--- src/rtl/sclk_gen.sv ---
`default_nettype none
// +----------------------------------------------------------------------------+
// | Module  : sclk_gen                                                         |
// | Brief   : Programmable CPOL/CPHA serial clock generator with edge, sample, |
// |           shift and word-boundary strobes. Optional inter-word gap is      |
// |           enabled by defining SCLK_GEN_GAP_EN.                             |
// | Rev     : 1.0                                                              |
// +----------------------------------------------------------------------------+
module sclk_gen #(
    parameter int DIV_W    = 8,
    parameter int MAX_BITS = 8,
    parameter int BITS_W   = $clog2(MAX_BITS + 1)
) (
    input  logic              clk,
    input  logic              reset,
    input  logic              start,
    input  logic              stop,
    input  logic [DIV_W-1:0]  div,
    input  logic [BITS_W-1:0] nbits,
    input  logic              cpol,
    input  logic              cpha,
    input  logic              cont,
`ifdef SCLK_GEN_GAP_EN
    input  logic [DIV_W-1:0]  gap,
`endif
    output logic              sclk,
    output logic              lead_edge,
    output logic              trail_edge,
    output logic              sample,
    output logic              shift,
    output logic              word_start,
    output logic              word_end,
    output logic              busy,
    output logic              done
);

    typedef enum logic [1:0] {
        S_IDLE = 2'd0,
        S_RUN  = 2'd1,
        S_DONE = 2'd2,
        S_GAP  = 2'd3
    } state_t;

    localparam logic [BITS_W-1:0] c_max_nbits = BITS_W'(MAX_BITS);
    localparam logic [BITS_W:0]   c_one_e     = (BITS_W+1)'(1);
    localparam logic [DIV_W-1:0]  c_one_d     = DIV_W'(1);

    state_t            r_state, w_state_nxt;
    logic [DIV_W-1:0]  r_hc, w_hc_nxt;
    logic [BITS_W:0]   r_ec, w_ec_nxt;
    logic [DIV_W-1:0]  r_div, w_div_nxt;
    logic [BITS_W-1:0] r_nbits, w_nbits_nxt;
    logic              r_cpol, w_cpol_nxt;
    logic              r_cpha, w_cpha_nxt;
    logic              r_cont, w_cont_nxt;
    logic              r_stop_pend, w_stop_pend_nxt;
`ifdef SCLK_GEN_GAP_EN
    logic [DIV_W-1:0]  r_gap, w_gap_nxt;
    logic [DIV_W-1:0]  r_gc, w_gc_nxt;
`endif

    logic r_sclk, w_sclk_nxt;
    logic r_lead, w_lead_nxt;
    logic r_trail, w_trail_nxt;
    logic r_sample, w_sample_nxt;
    logic r_shift, w_shift_nxt;
    logic r_ws, w_ws_nxt;
    logic r_we, w_we_nxt;
    logic r_busy, w_busy_nxt;
    logic r_done, w_done_nxt;

    logic [BITS_W-1:0] w_nbits_clamp;
    logic [BITS_W:0]   w_edge_cnt;
    logic              w_last_edge;
    logic              w_word_over;

    always_ff @(posedge clk) begin
        if (reset) begin
            r_state     <= S_IDLE;
            r_hc        <= '0;
            r_ec        <= '0;
            r_div       <= '0;
            r_nbits     <= '0;
            r_cpol      <= 1'b0;
            r_cpha      <= 1'b0;
            r_cont      <= 1'b0;
            r_stop_pend <= 1'b0;
`ifdef SCLK_GEN_GAP_EN
            r_gap       <= '0;
            r_gc        <= '0;
`endif
            r_sclk      <= 1'b0;
            r_lead      <= 1'b0;
            r_trail     <= 1'b0;
            r_sample    <= 1'b0;
            r_shift     <= 1'b0;
            r_ws        <= 1'b0;
            r_we        <= 1'b0;
            r_busy      <= 1'b0;
            r_done      <= 1'b0;
        end else begin
            r_state     <= w_state_nxt;
            r_hc        <= w_hc_nxt;
            r_ec        <= w_ec_nxt;
            r_div       <= w_div_nxt;
            r_nbits     <= w_nbits_nxt;
            r_cpol      <= w_cpol_nxt;
            r_cpha      <= w_cpha_nxt;
            r_cont      <= w_cont_nxt;
            r_stop_pend <= w_stop_pend_nxt;
`ifdef SCLK_GEN_GAP_EN
            r_gap       <= w_gap_nxt;
            r_gc        <= w_gc_nxt;
`endif
            r_sclk      <= w_sclk_nxt;
            r_lead      <= w_lead_nxt;
            r_trail     <= w_trail_nxt;
            r_sample    <= w_sample_nxt;
            r_shift     <= w_shift_nxt;
            r_ws        <= w_ws_nxt;
            r_we        <= w_we_nxt;
            r_busy      <= w_busy_nxt;
            r_done      <= w_done_nxt;
        end
    end

    assign w_nbits_clamp = (nbits == '0 || nbits > c_max_nbits) ? c_max_nbits : nbits;
    assign w_edge_cnt    = r_ec + c_one_e;
    assign w_last_edge   = (w_edge_cnt == {r_nbits, 1'b0});
    // The stop decision is taken in the cycle word_end is visible, so a stop
    // arriving with the final edge still ends the transfer after this word.
    assign w_word_over   = r_we && (!r_cont || stop || r_stop_pend);

    always_comb begin
        w_state_nxt     = r_state;
        w_hc_nxt        = r_hc;
        w_ec_nxt        = r_ec;
        w_div_nxt       = r_div;
        w_nbits_nxt     = r_nbits;
        w_cpol_nxt      = r_cpol;
        w_cpha_nxt      = r_cpha;
        w_cont_nxt      = r_cont;
        w_stop_pend_nxt = r_stop_pend;
`ifdef SCLK_GEN_GAP_EN
        w_gap_nxt       = r_gap;
        w_gc_nxt        = r_gc;
`endif
        w_sclk_nxt      = r_sclk;
        w_lead_nxt      = 1'b0;
        w_trail_nxt     = 1'b0;
        w_ws_nxt        = 1'b0;
        w_we_nxt        = 1'b0;
        w_busy_nxt      = r_busy;
        w_done_nxt      = 1'b0;

        case (r_state)
            S_IDLE: begin
                w_sclk_nxt      = cpol;
                w_stop_pend_nxt = 1'b0;
                w_busy_nxt      = 1'b0;
                if (start) begin
                    w_div_nxt   = div;
                    w_nbits_nxt = w_nbits_clamp;
                    w_cpol_nxt  = cpol;
                    w_cpha_nxt  = cpha;
                    w_cont_nxt  = cont;
`ifdef SCLK_GEN_GAP_EN
                    w_gap_nxt   = gap;
`endif
                    w_hc_nxt    = '0;
                    w_ec_nxt    = '0;
                    w_busy_nxt  = 1'b1;
                    w_state_nxt = S_RUN;
                end
            end
            S_RUN: begin
                if (stop) w_stop_pend_nxt = 1'b1;
                if (w_word_over) begin
                    w_sclk_nxt  = r_cpol;
                    w_busy_nxt  = 1'b0;
                    w_done_nxt  = 1'b1;
                    w_state_nxt = S_DONE;
                end else if (r_hc == r_div) begin
                    w_hc_nxt    = '0;
                    w_sclk_nxt  = ~r_sclk;
                    w_lead_nxt  = w_edge_cnt[0];
                    w_trail_nxt = ~w_edge_cnt[0];
                    w_ws_nxt    = (w_edge_cnt == c_one_e);
                    w_we_nxt    = w_last_edge;
                    w_ec_nxt    = w_last_edge ? '0 : w_edge_cnt;
`ifdef SCLK_GEN_GAP_EN
                    if (w_last_edge && r_cont) begin
                        w_gc_nxt    = '0;
                        w_state_nxt = S_GAP;
                    end
`endif
                end else begin
                    w_hc_nxt = r_hc + c_one_d;
                end
            end
`ifdef SCLK_GEN_GAP_EN
            S_GAP: begin
                w_sclk_nxt = r_cpol;
                if (stop) w_stop_pend_nxt = 1'b1;
                if (w_word_over) begin
                    w_busy_nxt  = 1'b0;
                    w_done_nxt  = 1'b1;
                    w_state_nxt = S_DONE;
                end else if (r_gc == r_gap) begin
                    w_hc_nxt    = '0;
                    w_state_nxt = S_RUN;
                end else begin
                    w_gc_nxt = r_gc + c_one_d;
                end
            end
`endif
            S_DONE: begin
                w_sclk_nxt      = r_cpol;
                w_stop_pend_nxt = 1'b0;
                w_busy_nxt      = 1'b0;
                w_state_nxt     = S_IDLE;
            end
            default: begin
                w_state_nxt = S_IDLE;
            end
        endcase

        w_sample_nxt = r_cpha ? w_trail_nxt : w_lead_nxt;
        w_shift_nxt  = r_cpha ? w_lead_nxt  : w_trail_nxt;
    end

    assign sclk       = r_sclk;
    assign lead_edge  = r_lead;
    assign trail_edge = r_trail;
    assign sample     = r_sample;
    assign shift      = r_shift;
    assign word_start = r_ws;
    assign word_end   = r_we;
    assign busy       = r_busy;
    assign done       = r_done;

endmodule
`default_nettype wire

--- config.mk ---
export PLATFORM = sky130hd
export DESIGN_NAME = sclk_gen
export DESIGN_NICKNAME = d
export VERILOG_FILES = /design/src/rtl/sclk_gen.sv
export SDC_FILE = /design/constraint.sdc
export NUM_CORES = 1
export LEC_CHECK = 0
export ABC_AREA = 1
export BUFFER_PORTS_ARGS = -buffer_cell sky130_fd_sc_hd__buf_2
export CAP_MARGIN = 20
export CORE_ASPECT_RATIO = 0.8
export CORE_MARGIN = 2
export CORE_UTILIZATION = 50
export CTS_BUF_LIST = sky130_fd_sc_hd__clkbuf_4
export DETAILED_ROUTE_END_ITERATION = 10
export HOLD_SLACK_MARGIN = 0.02
export PLACE_DENSITY = 0.71
export RECOVER_POWER = 100
export SLEW_MARGIN = 20
export SYNTH_ARGS = -nofsm -noshare
export SYNTH_HDL_FRONTEND = slang
export SYNTH_SLANG_ARGS = --single-unit
--- constraint.sdc ---
create_clock -name clk -period 1.8 [get_ports clk]
set_clock_uncertainty 0.1 [all_clocks]
set_input_delay 0.36 -clock clk [delete_from_list [all_inputs] [get_ports clk]]
set_output_delay 0.36 -clock clk [all_outputs]
set_load 0.005 [all_outputs]
==> impl_metrics.yaml, run 1 <==
status:
  outcome: "completed"
global_routing:
  grt_overflow_total: 0
  grt_pass1_vias: 1571
  wire_length_of_the_first_global_routing_pass_microns: 7040
  grt_use_total_pct: 20.7
  number_of_antenna_violations_at_the_first_check_in_global_routing: 0
  grt_max_degree: 15
sta:
  timing.final.crit_share_pct: 92.7
  timing.final.crit_period_ns: 1.67
  final-max-slew-violation-count: 0
  slew_headroom_pct: 74.3
  timing_worst_slew_pin_value_ns: 0.385
  grt_setup_unrepaired: "false"
  achievable-frequency_mhz: 600
  hold_viol_final: 0
  finalSetupTns_ns: 0
  finalSetupViolations: 0
hold_path:
  path_category_of_the_worst_min_delay_check: "in -> reg"
place:
  place_hpwl_microns: 3170
  placed_cells: 387
  port_buffers: 27
  gpl.final_weighted_congestion: 0.809
power:
  p_int_mw: 1.20
  power.combinational.fraction_pct: 17.3
  netSwitchingPower_uw: 493
  power.sequential.fraction_pct: 56.3
  power-per-cell-area_nw_per_um2: 727
  power.leakage_nw: 1.11
  power_switching_share_pct: 29.2
  ir_drop_mv: 0.527
  clock_power_share_pct: 26.4
layout:
  drive_above_1_share_pct: 15.6
  n_antenna_cell: 0
  final_stage_net_count: 365
  syn2layout_area_growth_pct: 15.1
  layout.filler_cells: 390
  final_cells: 395
floorplanning:
  core.rowCount: 20
  initial_util_pct: 52.7
  pin_count: 28
  floorplan.die.height_microns: 60.8
  dieWidth_microns: 75.0
  total_die_area_sq_um: 4560
  core_region_area_sq_um: 3830
synth:
  syn_avg_cell_area_sq_um: 6.68
  post_synth_fa_ha_maj_area_fraction_pct: 3.72
  synth_xor_xnor_area_share_pct: 2.17
  netlist_top_cells_area: "sky130_fd_sc_hd__dfxtp_1 40%, sky130_fd_sc_hd__nand2_1 16%, sky130_fd_sc_hd__inv_1 8.4%, sky130_fd_sc_hd__nor2_1 6.3%, sky130_fd_sc_hd__a21oi_1 5.2%"
  synth_simple_gate_area_share_pct: 32.9
  synth_cell_type_count: 26
  post_synth_mux_area_share_pct: 0
  synth_enable_flop_cells: 0
  synthesized_area_fraction_occupied_by_ao_oa_aoi_and_oai_cells_pct: 11.2
  post_synth_inst_count: 302
  post_synth_most_frequent_cells: "88 x sky130_fd_sc_hd__nand2_1, 45 x sky130_fd_sc_hd__inv_1, 40 x sky130_fd_sc_hd__dfxtp_1"
  synth_sequential_area_ratio_pct: 39.7
  ys.flop_type: "sky130_fd_sc_hd__dfxtp_1"
  synth.top_cell.area_share_pct: 39.7
  synthMostInstantiatedCell: "sky130_fd_sc_hd__nand2_1"
  post_synthesis_sequential_element_count: 40
  net_count_synth: 327
  yosys_warnings: 0
  synthesis.area_sq_um: 2020
  async_flop_share_pct: 0
  synth_top_family_by_area: "simple AND/OR/NAND/NOR gates"
  post_synthesis_cell_type_with_the_largest_combined_area: "sky130_fd_sc_hd__dfxtp_1"
clocking:
  numCtsBuffers: 5
  clock_root_buffer: "sky130_fd_sc_hd__clkbuf_4"
  cts_sinks: 40
  clkTransAtPathRegs_ns: 0.11
  clkLatencyLatePin_ns: 0.35
  postCtsHoldBufs: 0
  clock_tree.buffer_depth: 2
  tritoncts_clock_tree: "yes"
  cts_htree_levels: 2
detailed_routing:
  total_vias_in_the_final_route: 1856
  drc: 0
  postRouteWirelength_microns: 4240
  iteration_count_of_the_initial_detailed_routing_pass: 4
  avgViaCountPerCell: 4.70
  drt_iter0_markers: 117
  routed_wire_length_per_instance_microns: 10.7
  postRouteAntennaNets: 0
critical_path:
  critPathRequiredTime_ns: 1.96
  critical_path.max_fanout: 5
  criticalPathCategory: "reg -> reg"
  endpoint_kind: "register"
  worstPathArrival_ns: 1.83
  timing.critical_path.from_type: "register"
flow_run:
  drv_cap: 0
==> routing by layer <==
layer  wire [microns]  global-route usage, %
met5                0                      0
met4               84                   8.16
met3              199                   5.32
met2             1710                   30.8
met1             2250                   28.7
==> cell families after synthesis <==
group,count (synthesis)
adders and majority gates,6
DFF,40
AOI/OAI and AO/OA,43
xor gates and xnor gates,5
buffers and inverters,53
and+or+nand+nor,155
==> final timing paths <==
kind / startpoint / to / slack [ns] / depth (start not counted)
worst max register to register: r_ec[0]$_SDFFE_PP0P_ / r_ec[4]$_SDFFE_PP0P_ / 0.13 / 9
worst max-delay path: r_ec[0]$_SDFFE_PP0P_ / r_ec[4]$_SDFFE_PP0P_ / 0.13 / 9
worst min-delay path: nbits[1] / r_nbits[1]$_SDFFE_PP0P_ / 0.15 / 3
worst min register to register: r_div[5]$_SDFFE_PP0P_ / r_div[5]$_SDFFE_PP0P_ / 0.38 / 2
==> through the flow <==
stage               power [mW]  setup slack, ns  instance area [sq um]  hold slack, ns  utilization (%)
floorplan                 1.17            0.174                   2020           0.339                -
global placement          1.26           0.0937                   2250           0.356             58.9
detailed placement        1.27          0.00717                   2250           0.363             58.9
CTS                       1.70           0.0347                   2300           0.153             60.2
global route              1.79         0.000870                   2320           0.155             60.7
finish                    1.69            0.132                   2320           0.154             60.7
==> state kept, by name, summed over array words and instances (netlist names) <==
name and count:
r_ec 5, shift 1, lead_edge 1, done 1, trail_edge 1, word_start 1, r_cpha 1, r_cpol 1
sclk 1, word_end 1, r_state 2, r_hc 8, r_cont 1, sample 1, r_div 8, busy 1
r_stop_pend 1, r_nbits 4
==> power groups by stage <==
stage | Combinational [mW] | Clock [mW] | Sequential, mW
5_1_grt | 0.339 | 0.495 | 0.956
4_1_cts | 0.296 | 0.451 | 0.951
3_3_place_gp | 0.292 | 0 | 0.971
3_5_place_dp | 0.295 | 0 | 0.971
6_report | 0.293 | 0.446 | 0.950
2_1_floorplan | 0.203 | 0 | 0.967
==> placed cells by master (no fill, tap or decap) <==
cell type                  synthesis  final
sky130_fd_sc_hd__nand2_2           2      3
sky130_fd_sc_hd__buf_4             0      7
sky130_fd_sc_hd__nand3_2           1      2
sky130_fd_sc_hd__ha_1              6      5
sky130_fd_sc_hd__dfxtp_1          40     38
sky130_fd_sc_hd__dfxtp_2           0      1
sky130_fd_sc_hd__or2_2             1      1
sky130_fd_sc_hd__xor2_1            4      4
sky130_fd_sc_hd__inv_2             3      3
sky130_fd_sc_hd__o21ai_0          18     18
sky130_fd_sc_hd__nor2_1           34     34
sky130_fd_sc_hd__clkbuf_4          0      6
sky130_fd_sc_hd__a221oi_1          1      1
sky130_fd_sc_hd__a21oi_1          21     21
sky130_fd_sc_hd__nor3_2            1      1
sky130_fd_sc_hd__buf_2             0     21
sky130_fd_sc_hd__nand2_1          88     87
sky130_fd_sc_hd__nand4_1           3      3
sky130_fd_sc_hd__clkinv_2          0      1
sky130_fd_sc_hd__or3_1             1      1
sky130_fd_sc_hd__nor2_4            3      3
sky130_fd_sc_hd__nand3_1          15     14
sky130_fd_sc_hd__xnor2_1           1      1
sky130_fd_sc_hd__clkbuf_2          0      2
sky130_fd_sc_hd__inv_1            45     45
sky130_fd_sc_hd__o21bai_1          1      1
sky130_fd_sc_hd__clkbuf_1          3      6
sky130_fd_sc_hd__nand3b_1          1      1
sky130_fd_sc_hd__nor3_1            5      5
sky130_fd_sc_hd__a22oi_1           2      2
sky130_fd_sc_hd__dfxtp_4           0      1
sky130_fd_sc_hd__ha_4              0      1
==> timing repair <==
item / 4_1_cts / 5_1_grt
setup endpoints to repair: 2 / 6
gates cloned: 0 / 0
setup buffers: 0 / 1
gates resized for setup: 1 / 5
pin swaps: 0 / 2
==> critical path: stages (launching register included) <==
cell and delay, ns:
sky130_fd_sc_hd__dfxtp_4 0.37, sky130_fd_sc_hd__inv_1 0.11, sky130_fd_sc_hd__ha_4 0.22, sky130_fd_sc_hd__xor2_1 0.14, sky130_fd_sc_hd__nor2_1 0.11, sky130_fd_sc_hd__nand3_1 0.08, sky130_fd_sc_hd__nor2_1 0.14, sky130_fd_sc_hd__nand3_2 0.14
sky130_fd_sc_hd__nand3_1 0.11, sky130_fd_sc_hd__nand2_1 0.05
==> final cells by class <==
cell class                 instances  area, sq um  share of cell area [%]
clock buffer                       6         45.0                    1.94
clock inverter                     1         5.00                   0.215
inverter                          48          180                    7.75
multi-input combinational        209         1030                    44.3
sequential                        40          806                    34.7
tap                               55         68.8                    2.96
timing repair buffer              36          190                    8.19
Note: power is estimated with default switching activity, not from simulation.
==> inputs of run 2 (changes only) <==
--- a/config.mk
+++ b/config.mk
@@ -8,13 +8,16 @@
 export ABC_AREA = 1
 export BUFFER_PORTS_ARGS = -buffer_cell sky130_fd_sc_hd__buf_2
 export CAP_MARGIN = 20
+export CELL_PAD_IN_SITES_DETAIL_PLACEMENT = 0
+export CELL_PAD_IN_SITES_GLOBAL_PLACEMENT = 1
 export CORE_ASPECT_RATIO = 0.8
 export CORE_MARGIN = 2
-export CORE_UTILIZATION = 50
+export CORE_UTILIZATION = 42
 export CTS_BUF_LIST = sky130_fd_sc_hd__clkbuf_4
 export DETAILED_ROUTE_END_ITERATION = 10
 export HOLD_SLACK_MARGIN = 0.02
-export PLACE_DENSITY = 0.71
+export MAX_ROUTING_LAYER = met4
+export PLACE_DENSITY_LB_ADDON = 0.1
 export RECOVER_POWER = 100
 export SLEW_MARGIN = 20
 export SYNTH_ARGS = -nofsm -noshare
==> impl_metrics.yaml, run 2 (synthesis gave the netlist of run 1 again) <==
layout:
  top_registers: "r_div: 8 flops, r_hc: 8 flops, r_ec: 5 flops"
  layout_commonest_cell: "sky130_fd_sc_hd__nand2_1"
  drive_above_1_share_pct: 16.2
  layout.filler_cells: 477
  syn2layout_area_growth_pct: 18.2
  final_stage_net_count: 364
  n_antenna_cell: 0
  layout_common_cells: "88 x sky130_fd_sc_hd__nand2_1, 45 x sky130_fd_sc_hd__inv_1, 38 x sky130_fd_sc_hd__dfxtp_1, 34 x sky130_fd_sc_hd__nor2_1"
  final_core_util_pct: 51.9
floorplanning:
  dieWidth_microns: 81.5
  floorplan.die.height_microns: 66
  total_die_area_sq_um: 5380
  pin_count: 28
  core_region_area_sq_um: 4600
  initial_util_pct: 43.9
  core.rowCount: 22
detailed_routing:
  total_vias_in_the_final_route: 1824
  iteration_count_of_the_initial_detailed_routing_pass: 4
  postRouteAntennaNets: 0
  avgViaCountPerCell: 4.56
  postRouteWirelength_microns: 4550
  drc: 0
  routed_wire_length_per_instance_microns: 11.4
  drt_iter0_markers: 97
clocking:
  postCtsHoldBufs: 0
  clock_root_buffer: "sky130_fd_sc_hd__clkbuf_4"
  cts_sinks: 40
  numCtsBuffers: 5
  tritoncts_clock_tree: "yes"
  clock_tree.buffer_depth: 2
  cts_htree_levels: 2
  clkTransAtPathRegs_ns: 0.13
  clkLatencyLatePin_ns: 0.36
sta:
  achievable-frequency_mhz: 607
  timing.final.crit_period_ns: 1.65
  finalSetupViolations: 0
  fin_hold_ws_ns: 0.151
  final-max-slew-violation-count: 0
  timing_worst_slew_pin_value_ns: 0.428
  timing.final.crit_share_pct: 91.6
  slew_headroom_pct: 71.4
  hold_viol_final: 0
  finalSetupTns_ns: 0
critical_path:
  critical_path.max_fanout: 5
  worstPathArrival_ns: 1.82
  critPathRequiredTime_ns: 1.98
  timing.critical_path.from_type: "register"
  criticalPathCategory: "reg -> reg"
  slowest_stage: "sky130_fd_sc_hd__dfxtp_4"
  endpoint_kind: "register"
  timing.critical_path.cells: "inv_1 > ha_4 > xor2_1 > nor2_1 > nand3_1 > nor2_1 > nand3_2 > nand3_1 > nand2_1"
  critPathMaxStageDelay_ns: 0.38
global_routing:
  grt_pass1_vias: 1651
  grt_overflow_total: 0
  wire_length_of_the_first_global_routing_pass_microns: 7610
  grt_max_degree: 18
  grt_use_total_pct: 19.0
  number_of_antenna_violations_at_the_first_check_in_global_routing: 0
status:
  outcome: "completed"
hold_path:
  path_category_of_the_worst_min_delay_check: "in -> reg"
power:
  power-per-cell-area_nw_per_um2: 784
  power.leakage_nw: 1.13
  power_after_layout_mw: 1.87
  ir_drop_mv: 0.366
flow_run:
  drv_cap: 0
place:
  place_hpwl_microns: 3360
  gpl.final_weighted_congestion: 0.824
  port_buffers: 27
==> run 2: area by class of cell <==
type                       count  area (sq um)  share of cell area (%)
multi-input combinational    209          1040                    43.8
sequential                    40           806                    33.8
timing repair buffer          35           200                    8.39
inverter                      48           180                    7.56
tap                           60          75.1                    3.15
clock buffer                   6          45.0                    1.89
clock inverter                 2          35.0                    1.47
==> run 2: worst paths after layout <==
kind / from / slack [ns] / cells after the start / to
max: r_ec[0]$_SDFFE_PP0P_ / 0.15 / 9 / r_ec[3]$_SDFFE_PP0P_
min: nbits[2] / 0.15 / 3 / r_nbits[2]$_SDFFE_PP0P_
max reg2reg: r_ec[0]$_SDFFE_PP0P_ / 0.15 / 9 / r_ec[3]$_SDFFE_PP0P_
min reg2reg: r_ec[0]$_SDFFE_PP0P_ / 0.36 / 1 / lead_edge$_SDFF_PP0_
==> run 2: per-stage QoR <==
step,instances,cell area [sq um],worst slack [ns]
4_1_cts,400,2350,0.0457
2_1_floorplan,302,2020,0.174
3_3_place_gp,392,2270,0.0905
6_report,400,2380,0.152
3_5_place_dp,392,2270,0.0646
5_1_grt,400,2380,-0.00877
==> run 2: layer usage <==
layer	track usage (%)	vias to the layer above	share of wire (%)
met5	-	-	0
met4	6.99	0	1.1
met3	4.37	5	5.5
met2	26.1	39	39
met1	27.1	765	55
li1	-	1015	-
==> run 2: repair_timing <==
action                                  CTS  global route
gates resized for setup                   0             9
setup buffers                             0             0
endpoints found under the setup margin    0            12
==> run 2: power breakdown <==
part / switching [mW] / internal (mW) / total, mW / leakage [nW]
Sequential: 0.0250 / 0.926 / 0.951 / 0.328
Combinational: 0.188 / 0.116 / 0.304 / 0.756
Clock: 0.308 / 0.306 / 0.615 / 0.0456
Total: 0.521 / 1.35 / 1.87 / 1.13
==> run 2: critical path, delay by kind of cell, from the launching register on <==
| kind | cells | cell delay [ns] |
|---|---|---|
| adders and majority gates | 1 | 0.22 |
| buffers and inverters | 1 | 0.11 |
| DFF | 1 | 0.38 |
| and+or+nand+nor | 6 | 0.61 |
| xor gates and xnor gates | 1 | 0.14 |
